$ cat src/rtl/gelato_fetch_arbiter.sv
// Warp fetch arbiter: picks one eligible warp per cycle and registers its PC/split as an I-fetch request.
// Latency: issue_valid pulses in the selection cycle; fetch_valid rises the following cycle.
// Backpressure: while fetch_valid & !fetch_ready the request is frozen and no warp is selected.
module gelato_fetch_arbiter #(
    parameter int WARP_NUM        = 32,
    parameter int ADDR_WIDTH      = 32,
    parameter int SPLIT_WIDTH     = 4,
    parameter int MAX_OUTSTANDING = 1,
    parameter int GREEDY          = 0,
    localparam int WID_W          = $clog2(WARP_NUM),
    localparam int CNT_W          = $clog2(MAX_OUTSTANDING + 1)
) (
    input  logic                            clk,
    input  logic                            rst,
    input  logic [WARP_NUM-1:0]             pct_valid,
    input  logic [WARP_NUM*ADDR_WIDTH-1:0]  pct_pc,
    input  logic [WARP_NUM*SPLIT_WIDTH-1:0] pct_split,
    input  logic [WARP_NUM-1:0]             warp_stall,
    output logic                            issue_valid,
    output logic [WID_W-1:0]                issue_warp,
    output logic                            fetch_valid,
    input  logic                            fetch_ready,
    output logic [ADDR_WIDTH-1:0]           fetch_pc,
    output logic [WID_W-1:0]                fetch_warp,
    output logic [SPLIT_WIDTH-1:0]          fetch_split,
    input  logic                            resp_valid,
    input  logic [WID_W-1:0]                resp_warp,
    output logic                            err_underflow
);

    logic [CNT_W-1:0]    cnt [WARP_NUM];
    logic [WID_W-1:0]    ptr;
    logic [WARP_NUM-1:0] eligible;
    logic [WARP_NUM-1:0] inc_vec;
    logic [WARP_NUM-1:0] dec_vec;
    logic                load;
    logic                found;
    logic [WID_W-1:0]    sel;

    // The request register may only be refilled when empty or draining this cycle.
    assign load        = ~fetch_valid | fetch_ready;
    assign issue_valid = load & found & ~rst;
    assign issue_warp  = sel;

    // A warp is a candidate when it has a PC, is not back-pressured and still holds a credit.
    always_comb begin
        for (int w = 0; w < WARP_NUM; w++) begin
            eligible[w] = pct_valid[w] & ~warp_stall[w] & (cnt[w] < CNT_W'(MAX_OUTSTANDING));
        end
    end

    // Greedy keeps the last winner if it is still eligible; otherwise scan from ptr+1 with ptr itself last.
    always_comb begin
        logic [WID_W-1:0] cand;
        found = 1'b0;
        sel   = ptr;
        cand  = ptr;
        if (GREEDY != 0 && eligible[ptr]) begin
            found = 1'b1;
        end
        for (int k = 1; k <= WARP_NUM; k++) begin
            cand = WID_W'((int'(ptr) + k) % WARP_NUM);
            if (!found && eligible[cand]) begin
                found = 1'b1;
                sel   = cand;
            end
        end
    end

    // Per-warp credit take (issue) and return (response) strobes.
    always_comb begin
        for (int w = 0; w < WARP_NUM; w++) begin
            inc_vec[w] = issue_valid & (sel == WID_W'(w));
            dec_vec[w] = resp_valid & (resp_warp == WID_W'(w));
        end
    end

    // Request register: snapshot the winner's PC/split; clear valid when a load finds no winner.
    always_ff @(posedge clk) begin
        if (rst) begin
            fetch_valid <= 1'b0;
            fetch_pc    <= '0;
            fetch_warp  <= '0;
            fetch_split <= '0;
            ptr         <= WID_W'(WARP_NUM - 1);
        end else if (issue_valid) begin
            fetch_valid <= 1'b1;
            fetch_pc    <= pct_pc[int'(sel)*ADDR_WIDTH +: ADDR_WIDTH];
            fetch_warp  <= sel;
            fetch_split <= pct_split[int'(sel)*SPLIT_WIDTH +: SPLIT_WIDTH];
            ptr         <= sel;
        end else if (load) begin
            fetch_valid <= 1'b0;
        end
    end

    // Credit counters; a same-cycle take and return cancel, a return with no credit out is flagged.
    always_ff @(posedge clk) begin
        if (rst) begin
            for (int w = 0; w < WARP_NUM; w++) begin
                cnt[w] <= '0;
            end
            err_underflow <= 1'b0;
        end else begin
            for (int w = 0; w < WARP_NUM; w++) begin
                if (inc_vec[w] && !dec_vec[w]) begin
                    cnt[w] <= cnt[w] + 1'b1;
                end else if (dec_vec[w] && !inc_vec[w]) begin
                    if (cnt[w] == '0) begin
                        err_underflow <= 1'b1;
                    end else begin
                        cnt[w] <= cnt[w] - 1'b1;
                    end
                end
            end
        end
    end

endmodule
$ cat config.mk
export PLATFORM = sky130hd
export DESIGN_NAME = gelato_fetch_arbiter
export DESIGN_NICKNAME = d
export VERILOG_FILES = /design/src/rtl/gelato_fetch_arbiter.sv
export SDC_FILE = /design/constraint.sdc
export NUM_CORES = 1
export LEC_CHECK = 0
export CAP_MARGIN = 10
export CORE_AREA = 3 3 489 491
export DETAILED_ROUTE_END_ITERATION = 8
export DIE_AREA = 0 0 492 494
export PLACE_DENSITY = 0.3
export SYNTH_ARGS = -nofsm -noshare
export SYNTH_HDL_FRONTEND = slang
export SYNTH_SLANG_ARGS = --single-unit
$ cat constraint.sdc
create_clock -name clk -period 10.4 [get_ports clk]
set_clock_uncertainty 0.2 [all_clocks]
set_input_delay 2.08 -clock clk [delete_from_list [all_inputs] [get_ports clk]]
set_output_delay 2.08 -clock clk [all_outputs]
set_load 0.005 [all_outputs]
Word level (Yosys, flattened, before mapping):

Memory sizes are Yosys's and may differ from the RTL's.
Cells that the tools add are included.

* add/subtract/negate cells: 96
* multiply operators: 0
* divide/modulo/power cells: 0
* $lt $le $gt $ge: 64
* eq/ne operators: 62
* shift-type cells: 2
* multiplexer cells: 567
* bitwise logic cells: 229
* reductions and logical operators: 193

Operators by type and width (count)
* indexed part select 1024 x 11 -> 32 bit: 1
* 2-to-1 mux 1 bit: 503
* less-than comparator 5 x 6 -> 1 bit (second input constant): 32
* binary-select mux 1 bit (select 5 bit): 32
* == test 5 bit (second input constant): 32
* 2-to-1 mux 5 bit: 32
* AND 1 bit: 130
* indexed part select 128 x 8 -> 4 bit: 1
* logical AND 1 bit: 95
* zero test 1 bit: 95
* adder 5 bit (second input constant): 16
* == test 5 x 4 -> 1 bit (second input constant): 16
* bitwise OR 1 bit: 65
* adder 5 x 4 -> 5 bit (second input constant): 8
* == test 5 x 3 -> 1 bit (second input constant): 8
* inverter 1 bit: 34
* adder 1 bit (second input constant): 32
* less-than comparator 1 bit (second input constant): 32
* subtractor 1 bit (second input constant): 32
* adder 5 x 3 -> 5 bit (second input constant): 4
* == test 5 x 2 -> 1 bit (second input constant): 4
* adder 5 x 1 -> 5 bit (second input constant): 2
* adder 5 x 2 -> 5 bit (second input constant): 2
* == test 5 x 1 -> 1 bit (second input constant): 2
* other kinds (2): 3

* flip-flop bits (word level): 48
* bits in latches: 0
* bits in writable memories: 32
* bits in read-only memories: 0
* input port bits: 1225
* output and inout bits: 49
* logic and storage cells: 1220
* memories kept: 1

Memory list
* cnt: depth 32, bits a word 1, read ports 32, clocked after Yosys merged registers in 0, write ports 32, RTL line 31 `logic [CNT_W-1:0] cnt [WARP_NUM];`

Longest topological paths before layout:

Gate-level depths: netlist (run 1).

* word-level depth: 218
* mapped depth: 30
* gate-level depth less buffers: 19

Worst setup path after synthesis (run 1):

No wires, ideal clock.

* path kind: input-to-output
* start point: in warp_stall[24]
* end point: out issue_warp[1]
* arrival: 6.292 ns
* data required time: 8.120 ns
* slack: 1.828 ns
* stages on the path: 16
* buffers on the path: 5
* path through: or3b_2 mux2_2 mux4_2 mux4_2 nand2_1 a21oi_2 nand4_2 buf_4 buf_6 nor3_1 a22oi_1 or4b_1 o211ai_2 buf_2 buf_2 buf_2

* cells in the longest elaborated chain, start to end: 99
* elaborated cells on any way between the ends: 192
* classes of those cells: mux (127); bitwise (3); reduce/logical (62)

Ends and longest elaborated chain
* start: declaration: RTL line 18 `input logic [WARP_NUM-1:0] warp_stall,`
* inverter 1 bit *: RTL line 48 `eligible[w] = pct_valid[w] & ~warp_stall[w] & (cnt[w] < CNT_W'(MAX_OUTSTANDING));`
* AND 1 bit * (2 in series): RTL line 48
* binary-select mux 1 bit (select 5 bit): RTL line 63 `if (!found && eligible[cand]) begin`
* 2-to-1 mux 1 bit (implied by the code): RTL line 63
* 2-to-1 mux 1 bit: RTL line 63
* zero test 1 bit: RTL line 63
* logical AND 1 bit: RTL line 63
* 2-to-1 mux 1 bit: RTL line 63
* [82 not listed]
* logical AND 1 bit: RTL line 63
* 2-to-1 mux 1 bit: RTL line 63
* zero test 1 bit: RTL line 63
* logical AND 1 bit: RTL line 63
* 2-to-1 mux 1 bit: RTL line 63
* zero test 1 bit: RTL line 63
* logical AND 1 bit: RTL line 63
* 2-to-1 mux 5 bit *: RTL line 63
* end: declaration: RTL line 20 `output logic [WID_W-1:0] issue_warp,`

Mark *: on every way between the ends. The rest lies on a longest branch, timed or not. The select of a mux whose other input is x is not followed.

Worst setup path in the final report (run 1):

* start point: in pct_valid[14]
* end point: out issue_warp[1]

* cells in the longest elaborated chain, start to end: 98
* elaborated cells on any way between the ends: 191
* classes of those cells: mux (127); bitwise (2); reduce/logical (62)

Ends and longest elaborated chain
* start: declaration: RTL line 15 `input logic [WARP_NUM-1:0] pct_valid,`
* AND 1 bit * (2 in series): RTL line 48
* binary-select mux 1 bit (select 5 bit): RTL line 63
* 2-to-1 mux 1 bit (implied by the code): RTL line 63
* 2-to-1 mux 1 bit: RTL line 63
* zero test 1 bit: RTL line 63
* logical AND 1 bit: RTL line 63
* 2-to-1 mux 1 bit: RTL line 63
* zero test 1 bit: RTL line 63
* [81 not listed]
* logical AND 1 bit: RTL line 63
* 2-to-1 mux 1 bit: RTL line 63
* zero test 1 bit: RTL line 63
* logical AND 1 bit: RTL line 63
* 2-to-1 mux 1 bit: RTL line 63
* zero test 1 bit: RTL line 63
* logical AND 1 bit: RTL line 63
* 2-to-1 mux 5 bit *: RTL line 63

Marks and branches as above.

==> impl_results.md, run 1 <==
* Net count after synthesis at 3233
* Worst-case headroom to the max-slew limit at 0.173
* Clock latency at the later pin of the worst-skew pair at 0.43 ns
* Type of element launching the critical path: input port
* Share of synthesized flip-flops with an asynchronous set or reset at 0
* Number of warnings issued by yosys at 0
* Clock buffer count from CTS at 9
* Commonest register cell after synthesis: sky130_fd_sc_hd__dfxtp_1
* Setup Viol. Count Final at 0
* Number of placed instances with taps included at 6705
* HPWL after detailed placement at 224 mm
* Overall routing resource usage at 0.199
* Area Growth Syn to Fin at 100%
* Count of hold-fix buffers inserted at cts at 0
* Highest net fanout along the worst path at 5
* Wire length after detailed routing at between 200 and 300 mm
* H-tree level count at 3
* CORE AREA at around 240000 um2
* Most frequent cell after synthesis: sky130_fd_sc_hd__mux4_2
* Routed length per placed instance at 37.3 um
* Global-route layer with the greatest usage: met2
* Number of remaining DRC errors at 0
* Starting density of the core at 0.0865
* Crit path time final at 10.12 ns
* Max Slew Vio Count at 0
* X dimension of the die at 492 um
* Antenna violations before repair at 144
* Fin Setup TNS at 0 ns
* R2R cell count at 25
* Transition time at the pin with the least slew margin at 1.23 ns
* Vias in the first global route at 28.4k
* Crit share post-route at 0.973
* Type of the tightest min-delay check: reg -> reg
* Num rows at ~180
* Fraction of met3 tracks used by global routing at 0.0463
* Ports at between 1k and 1.5k
* Max Clock Freq at 0.0988 GHz
* First-pass GRT wire length at 316 mm
* DRC marker count from the first detailed-route iteration at 2330
* Number of sinks on the clock net at 80
* Buffer count from post-CTS setup fixing at 0
* Most area-consuming cells after synthesis: sky130_fd_sc_hd__mux4_2 (39%), sky130_fd_sc_hd__dfxtp_1 (4.7%), sky130_fd_sc_hd__edfxtp_1 (4.7%)
* Count of buffer and inverter cells on the critical path at 4
* Total number of cells along the worst setup path at 15
* Clock tree from TritonCTS: yes
* Final Wtd Congestion at a little over 0.9
* RSZ-0062 raised after global routing: no
* Net total in the final layout at 4803
* Netlist area before placement at 20300 um2
* Max-cap violations at 0
* Number of I/O port buffers at 1273
* Cell with the largest stage delay on the worst path: sky130_fd_sc_hd__nor4_1
* Total congestion overflow at 0
* Avg Synthesized Cell Area at between 10 and 15 um2
* Vias per std cell at 4.10
* Cell depth of the worst hold path at 2
* Top post-synthesis cells by count: sky130_fd_sc_hd__mux4_2 (353), sky130_fd_sc_hd__nand2_1 (139), sky130_fd_sc_hd__nor2_1 (116)
* Largest stage delay on the critical path at roughly 0.98 ns
* Top-area cell type share of the netlist area at 0.391
* Number of enable-type register cells in the synthesized netlist at 32
* Kind of cell adding the most delay to the critical path: simple AND/OR/NAND/NOR gates
* Global Route met1 Usage at 0.239
* Total of flip-flops plus latches after synthesis at 80
* Routed vias at 27.7k
* Data required, critical path at 8.12 ns
* Die footprint at 243000 um2
* Number of iterations in the first detailed-routing pass at 5
* Maximum number of buffers from clock root to sink at 2
* Post-synthesis instance total at 1996
* Clock-pin slew reported for the worst setup and hold paths after clock tree synthesis at 0.07 ns
* Final hold vios at 0
* Worst endpoint data arrival time at about 7.8 ns
* Largest net degree at the start of global routing at approximately 100
* DIE HEIGHT at ~490 um
* Type of the worst setup path: in -> out
* Sequential area share after synthesis at 0.0944
* Count of different cell masters after synthesis at slightly above 100
* Cell at the root of the clock tree: sky130_fd_sc_hd__clkbuf_16
* Kind of capture point of the worst setup path: output port
* Number of gates resized after CTS at 0
* Remaining number of nets flagged by the antenna check after routing at 0
* Count of placed standard cells in the final layout, fillers left out at slightly below 7k
* GR Util met2 at 0.360
* Yosys top cell by area: sky130_fd_sc_hd__mux4_2
* Worst-path cell chain: clkdlybuf4s50_1 > nor3b_1 > a2111oi_0 > buf_4 > nor4_1 > mux2i_1 > mux2i_1 > buf_4 > a21oi_1 > nand2_1 > o21ai_0 > a22oi_1 > or4b_1 > o211ai_4 > clkdlybuf4s50_1
* Proportion of layout cells with a drive suffix above 1 at 0.270
* Status: completed
metrics by stage:
step	worst slack, ns	utilization	hold WS, ns	cell area [um2]
finish	0.282	0.173	0.247	40800
global route	0.150	0.173	0.291	40700
CTS	0.339	0.173	0.248	40700
detailed placement	0.314	0.172	0.236	40300
global placement	0.316	0.172	0.232	40300
floorplan	1.83	-	0.239	20300
path summary, 6_finish.rpt:
| path | startpoint | slack, ns | to |
|---|---|---|---|
| setup reg to reg | ptr[0] | 1.43 | fetch_split[3] |
| hold / removal | fetch_warp[4] | 0.25 | fetch_warp[4] |
| hold reg to reg | fetch_warp[4] | 0.25 | fetch_warp[4] |
| setup / recovery | pct_valid[14] | 0.28 | issue_warp[1] |
routing by layer:
| layer | wire [um] | part of all wire |
|---|---|---|
| met4 | 5620 | 0.022 |
| met1 | 101000 | 0.40 |
| met3 | 17200 | 0.068 |
| met5 | 516 | 0.0020 |
| met2 | 129000 | 0.51 |
cell families after synthesis:
kind of cell,Yosys count,share of synthesized area
AND/OR/NAND/NOR,592,0.164
XOR/XNOR,39,0.0175
AO/OA/AOI/OAI,617,0.228
adder cells (fa/ha/maj),12,0.00738
flip-flops,80,0.0944
multiplexers,439,0.434
buffers and inverters,217,0.0539
registers in the layout (all words and copies together), names as in the netlist:
name,flops
cnt,32
err_underflow,1
fetch_pc,32
fetch_split,4
fetch_valid,1
fetch_warp,5
ptr,5
final cells by class:
cell class | instances | area [um2]
multi-input combinational | 1699 | 17500
sequential | 80 | 1930
clock inverter | 7 | 106
fill | 26467 | 194000
timing repair buffer | 1750 | 16900
inverter | 26 | 108
clock buffer | 9 | 225
tap | 3150 | 3940
antenna | 45 | 113
cells in the final DEF (no fill, tap or decap), types with 26 or more instances in the layout:
| master | synthesis | layout |
|---|---|---|
| sky130_fd_sc_hd__a2111oi_0 | 45 | 45 |
| sky130_fd_sc_hd__a21oi_1 | 78 | 78 |
| sky130_fd_sc_hd__a221oi_1 | 27 | 27 |
| sky130_fd_sc_hd__a22o_1 | 76 | 76 |
| sky130_fd_sc_hd__a22oi_1 | 59 | 59 |
| sky130_fd_sc_hd__buf_12 | 0 | 47 |
| sky130_fd_sc_hd__buf_4 | 19 | 433 |
| sky130_fd_sc_hd__clkdlybuf4s50_1 | 0 | 1269 |
| sky130_fd_sc_hd__dfxtp_1 | 48 | 44 |
| sky130_fd_sc_hd__diode_2 | 0 | 45 |
| sky130_fd_sc_hd__edfxtp_1 | 32 | 32 |
| sky130_fd_sc_hd__mux2i_1 | 67 | 67 |
| sky130_fd_sc_hd__mux4_2 | 353 | 353 |
| sky130_fd_sc_hd__nand2_1 | 139 | 139 |
| sky130_fd_sc_hd__nor2_1 | 116 | 110 |
| sky130_fd_sc_hd__nor3_1 | 43 | 42 |
| sky130_fd_sc_hd__nor3b_1 | 31 | 30 |
| sky130_fd_sc_hd__nor4_1 | 30 | 30 |
| sky130_fd_sc_hd__nor4b_1 | 35 | 35 |
| sky130_fd_sc_hd__o21ai_0 | 61 | 57 |
| sky130_fd_sc_hd__o22ai_1 | 30 | 29 |
| sky130_fd_sc_hd__or3b_2 | 26 | 26 |
worst reg2reg max path, stage by stage, from the launching register on:
cell and delay (ns):
sky130_fd_sc_hd__dfxtp_2 0.45, sky130_fd_sc_hd__clkinv_1 0.30, sky130_fd_sc_hd__ha_1 0.43, sky130_fd_sc_hd__buf_12 0.17, sky130_fd_sc_hd__buf_12 0.16, sky130_fd_sc_hd__nor4b_1 0.71
sky130_fd_sc_hd__buf_4 0.25, sky130_fd_sc_hd__a2111oi_0 0.07, sky130_fd_sc_hd__buf_4 0.22, sky130_fd_sc_hd__nor4_1 0.92, sky130_fd_sc_hd__mux2i_1 0.28, sky130_fd_sc_hd__mux2i_1 0.38
sky130_fd_sc_hd__buf_4 0.20, sky130_fd_sc_hd__a21oi_1 0.08, sky130_fd_sc_hd__nand2_1 0.08, sky130_fd_sc_hd__o21ai_0 0.10, sky130_fd_sc_hd__a22oi_1 0.29, sky130_fd_sc_hd__or4b_1 0.55
sky130_fd_sc_hd__o211ai_4 0.39, sky130_fd_sc_hd__buf_4 0.42, sky130_fd_sc_hd__buf_4 0.55, sky130_fd_sc_hd__mux4_2 0.43, sky130_fd_sc_hd__a22o_1 0.25, sky130_fd_sc_hd__a221oi_1 0.64
sky130_fd_sc_hd__buf_4 0.25, sky130_fd_sc_hd__o21ai_1 0.06
Power of run 1 is not shown: default switching activity piles up to over one toggle a cycle in this logic, so the estimate is an artifact.
==> inputs of run 2 (changes only) <==
Settings changed: ABC_AREA from default to 1.
==> run 2 against run 1 <==
Die area is the same. Maximum frequency increased by 1.5%. Register-to-register slack improved by 0.43 ns. Worst setup slack gained 0.15 ns. Critical path depth is 28 higher. Cell count rose by 18%. Critical path type unchanged. Critical endpoint is now issue_warp[3].
==> impl_results.md, run 2 <==
* Adder-cell share of the synthesized area at 0.00829 (+0.000915)
* Number of remaining DRC errors at 0 (unchanged)
* Max Clock Freq at 0.100 GHz (+1.5%)
* Type of the worst setup path: in -> out
* Mux cell area share after synthesis at 0 (-0.434)
* Yosys top cell by area: sky130_fd_sc_hd__nand2_1
* Avg Synthesized Cell Area at 5.22 um2 (-49%)
* DRC marker count from the first detailed-route iteration at 2306 (-1.0%)
* Worst-case headroom to the max-slew limit at 0.367 (+0.194)
* Die footprint at 243000 um2 (unchanged)
* CORE AREA at 235000 um2 (unchanged)
* Post-synthesis instance total at 3471 (+74%)
* Count of fill cells added during filler insertion at 27.6k (+4.5%)
* First-pass GRT wire length at 291 mm (-7.9%)
* Cell mode on critical path: sky130_fd_sc_hd__nand2_1
* H-tree level count at 3 (unchanged)
* Data required, critical path at 8.12 ns (about the same)
* Placement Cell Area at 36300 um2 (-10%)
* Type of element launching the critical path: input port
* Flip-flop and latch area at 1920 um2 (-0.32%)
* Ports at 1274 (unchanged)
* Sequential area share after synthesis at 0.106 (+0.0117)
* Maximum number of buffers from clock root to sink at 2 (unchanged)
* Routed vias at 30.4k (+9.6%)
* Area Growth Syn to Fin at 103%
* X dimension of the die at 492 um (unchanged)
* Cell with the largest stage delay on the worst path: sky130_fd_sc_hd__clkdlybuf4s50_1
* Type of the tightest min-delay check: reg -> reg
* Buffer count from post-CTS setup fixing at 0 (unchanged)
* Max Slew Vio Count at 0 (unchanged)
* Net count after synthesis at 4708 (+46%)
* Netlist area before placement at 18100 um2 (-11%)
* HPWL after detailed placement at 196 mm (-12%)
* Final Wtd Congestion at 0.943 (+2.5%)
* Number of gates resized after CTS at 0 (unchanged)
* Largest net degree at the start of global routing at 49 (-52%)
* Max-cap violations at 0 (unchanged)
* Routed length per placed instance at 28.0 um (-25%)
* Total of flip-flops plus latches after synthesis at 80 (unchanged)
* Synthesized-area fraction occupied by xor and xnor cells at 0.00961 (-0.00792)
* Cell at the root of the clock tree: sky130_fd_sc_hd__clkbuf_16
* Share of synthesized flip-flops with an asynchronous set or reset at 0 (unchanged)
* Top post-synthesis cells by count: sky130_fd_sc_hd__nand2_1 (1664), sky130_fd_sc_hd__nand3_1 (331), sky130_fd_sc_hd__nand4_1 (267)
* FF-to-FF setup slack at 1.86 ns (+0.43 ns)
* Area of the multi-input gates at 13800 um2 (-21%)
* Vias in the first global route at 30.6k (+7.6%)
* Number of iterations in the first detailed-routing pass at 6 (+1)
* Crit share post-route at 0.959 (-0.0142)
* Number of enable-type register cells in the synthesized netlist at 32 (unchanged)
* Clock tree from TritonCTS: yes
* Most common library cell in the layout ignoring fill and taps: sky130_fd_sc_hd__nand2_1
* Count of hold-fix buffers inserted at cts at 0 (unchanged)
* Count of buffer and inverter cells on the critical path at 5 (+1)
* Most area-consuming cells after synthesis: sky130_fd_sc_hd__nand2_1 (35%), sky130_fd_sc_hd__nand4_1 (9.2%), sky130_fd_sc_hd__nand3_1 (9.2%)
* Highest-count cells in the layout ignoring fill and taps: sky130_fd_sc_hd__nand2_1 (1664), sky130_fd_sc_hd__clkdlybuf4s50_1 (1273), sky130_fd_sc_hd__nand3_1 (329), sky130_fd_sc_hd__nand4_1 (267), sky130_fd_sc_hd__buf_4 (249)
* Proportion of layout cells with a drive suffix above 1 at 0.0891 (-0.181)
* DIE HEIGHT at 494 um (unchanged)
* Number of I/O port buffers at 1273 (unchanged)
* Combinational family with the most area after synthesis: simple AND/OR/NAND/NOR gates
* Wire length after detailed routing at 225 mm (-11%)
* Number of warnings issued by yosys at 0 (unchanged)
* Clock-pin slew reported for the worst setup and hold paths after clock tree synthesis at 0.09 ns (+0.02 ns)
* Remaining number of nets flagged by the antenna check after routing at 0 (unchanged)
* Net total in the final layout at 6078 (+27%)
* Count of different cell masters after synthesis at 66 (-35%)
* Area of all placed cells without fillers at 36700 um2 (-10%)
* Total congestion overflow at 0 (unchanged)
* Commonest register cell after synthesis: sky130_fd_sc_hd__dfxtp_1
* Worst endpoint data arrival time at 7.69 ns (-0.15 ns)
* Compound-cell area share of the yosys netlist at 0.134 (-0.0941)
* Clock buffer count from CTS at 9 (unchanged)
* Kind of cell adding the most delay to the critical path: simple AND/OR/NAND/NOR gates
* Transition time at the pin with the least slew margin at 0.940 ns (-0.290 ns)
* Top-area cell type share of the netlist area at 0.345 (-0.0457)
* Antenna violations before repair at 93 (-35%)
* Overall routing resource usage at 0.177 (-0.0225)
* Highest net fanout along the worst path at 5 (unchanged)
* Status: completed
* Post-synthesis simple-gate area fraction at 0.611 (+0.447)
* Starting density of the core at 0.0770 (-0.00955)
* Num rows at 178 (unchanged)
* Vias per std cell at 3.79 (-7.5%)
* Kind of capture point of the worst setup path: output port
* Largest stage delay on the critical path at 0.56 ns (-0.42 ns)
* Number of sinks on the clock net at 80 (unchanged)
* Clock latency at the later pin of the worst-skew pair at 0.44 ns (about the same)
* Final hold vios at 0 (unchanged)
* Most frequent cell after synthesis: sky130_fd_sc_hd__nand2_1
* Largest registers: cnt x32, fetch_pc x32
* Crit path time final at 9.97 ns (-0.148 ns)
* Setup Viol. Count Final at 0 (unchanged)
## run 2: cell count changes after synthesis, sizes merged, moves of 97 or more
| cell | change |
|---|---|
| a22oi | +97 |
| inv | +221 |
| mux4 | -353 |
| nand2 | +1559 |
| nand3 | +315 |
| nand4 | +246 |
## run 2: per-layer routing
layer,global-route usage,wire length (um),vias up
met1,0.217,94600,14519
li1,-,-,14307
met3,0.0331,12900,213
met5,0,297,-
met2,0.313,110000,1296
met4,0.0471,6600,50
## run 2: cell families (layout without fill, tap and decap cells)
logic type / Yosys count / after routing
AND/OR/NAND/NOR: 2528 / 2528
XOR/XNOR: 16 / 16
adder cells (fa/ha/maj): 12 / 12
AO/OA/AOI/OAI: 371 / 371
flip-flops: 80 / 80
other: 0 / 18
buffers and inverters: 464 / 1839
## run 2: worst min-delay path, cell delays in order, from the launching register on
cell,delay [ns]
sky130_fd_sc_hd__dfxtp_1,0.32
sky130_fd_sc_hd__nand2_1,0.06
sky130_fd_sc_hd__nand2_1,0.04
## run 2: metrics by stage
step | setup TNS, ns | utilization | setup WS, ns | instances | hold slack [ns]
after floorplan | 0 | - | 2.17 | 3471 | 0.246
after global placement | 0 | 0.154 | 0.345 | 7980 | 0.249
after detailed placement | 0 | 0.154 | 0.436 | 7980 | 0.247
after CTS | 0 | 0.156 | 0.428 | 7996 | 0.263
after global routing | -0.0215 | 0.156 | -0.0130 | 8007 | 0.282
final | 0 | 0.156 | 0.431 | 8014 | 0.260
## run 2: final timing paths
| kind | start | end | depth (start not counted) |
|---|---|---|---|
| worst max-delay path | warp_stall[29] | issue_warp[3] | 43 |
| worst min-delay path | fetch_split[2] | fetch_split[2] | 2 |
| worst max register to register | ptr[3] | fetch_pc[9] | 47 |
| worst min register to register | fetch_split[2] | fetch_split[2] | 2 |
## run 2: area by class of cell
class / count / area share
diodes: 18 / 0.00123
clock buffers: 9 / 0.00613
clock inverters: 7 / 0.00296
inverters: 250 / 0.0272
multi-input cells: 2927 / 0.377
flip-flops and latches: 80 / 0.0524
well taps: 3150 / 0.107
repair buffers: 1573 / 0.426
Power of run 2 is left out for the same reason.
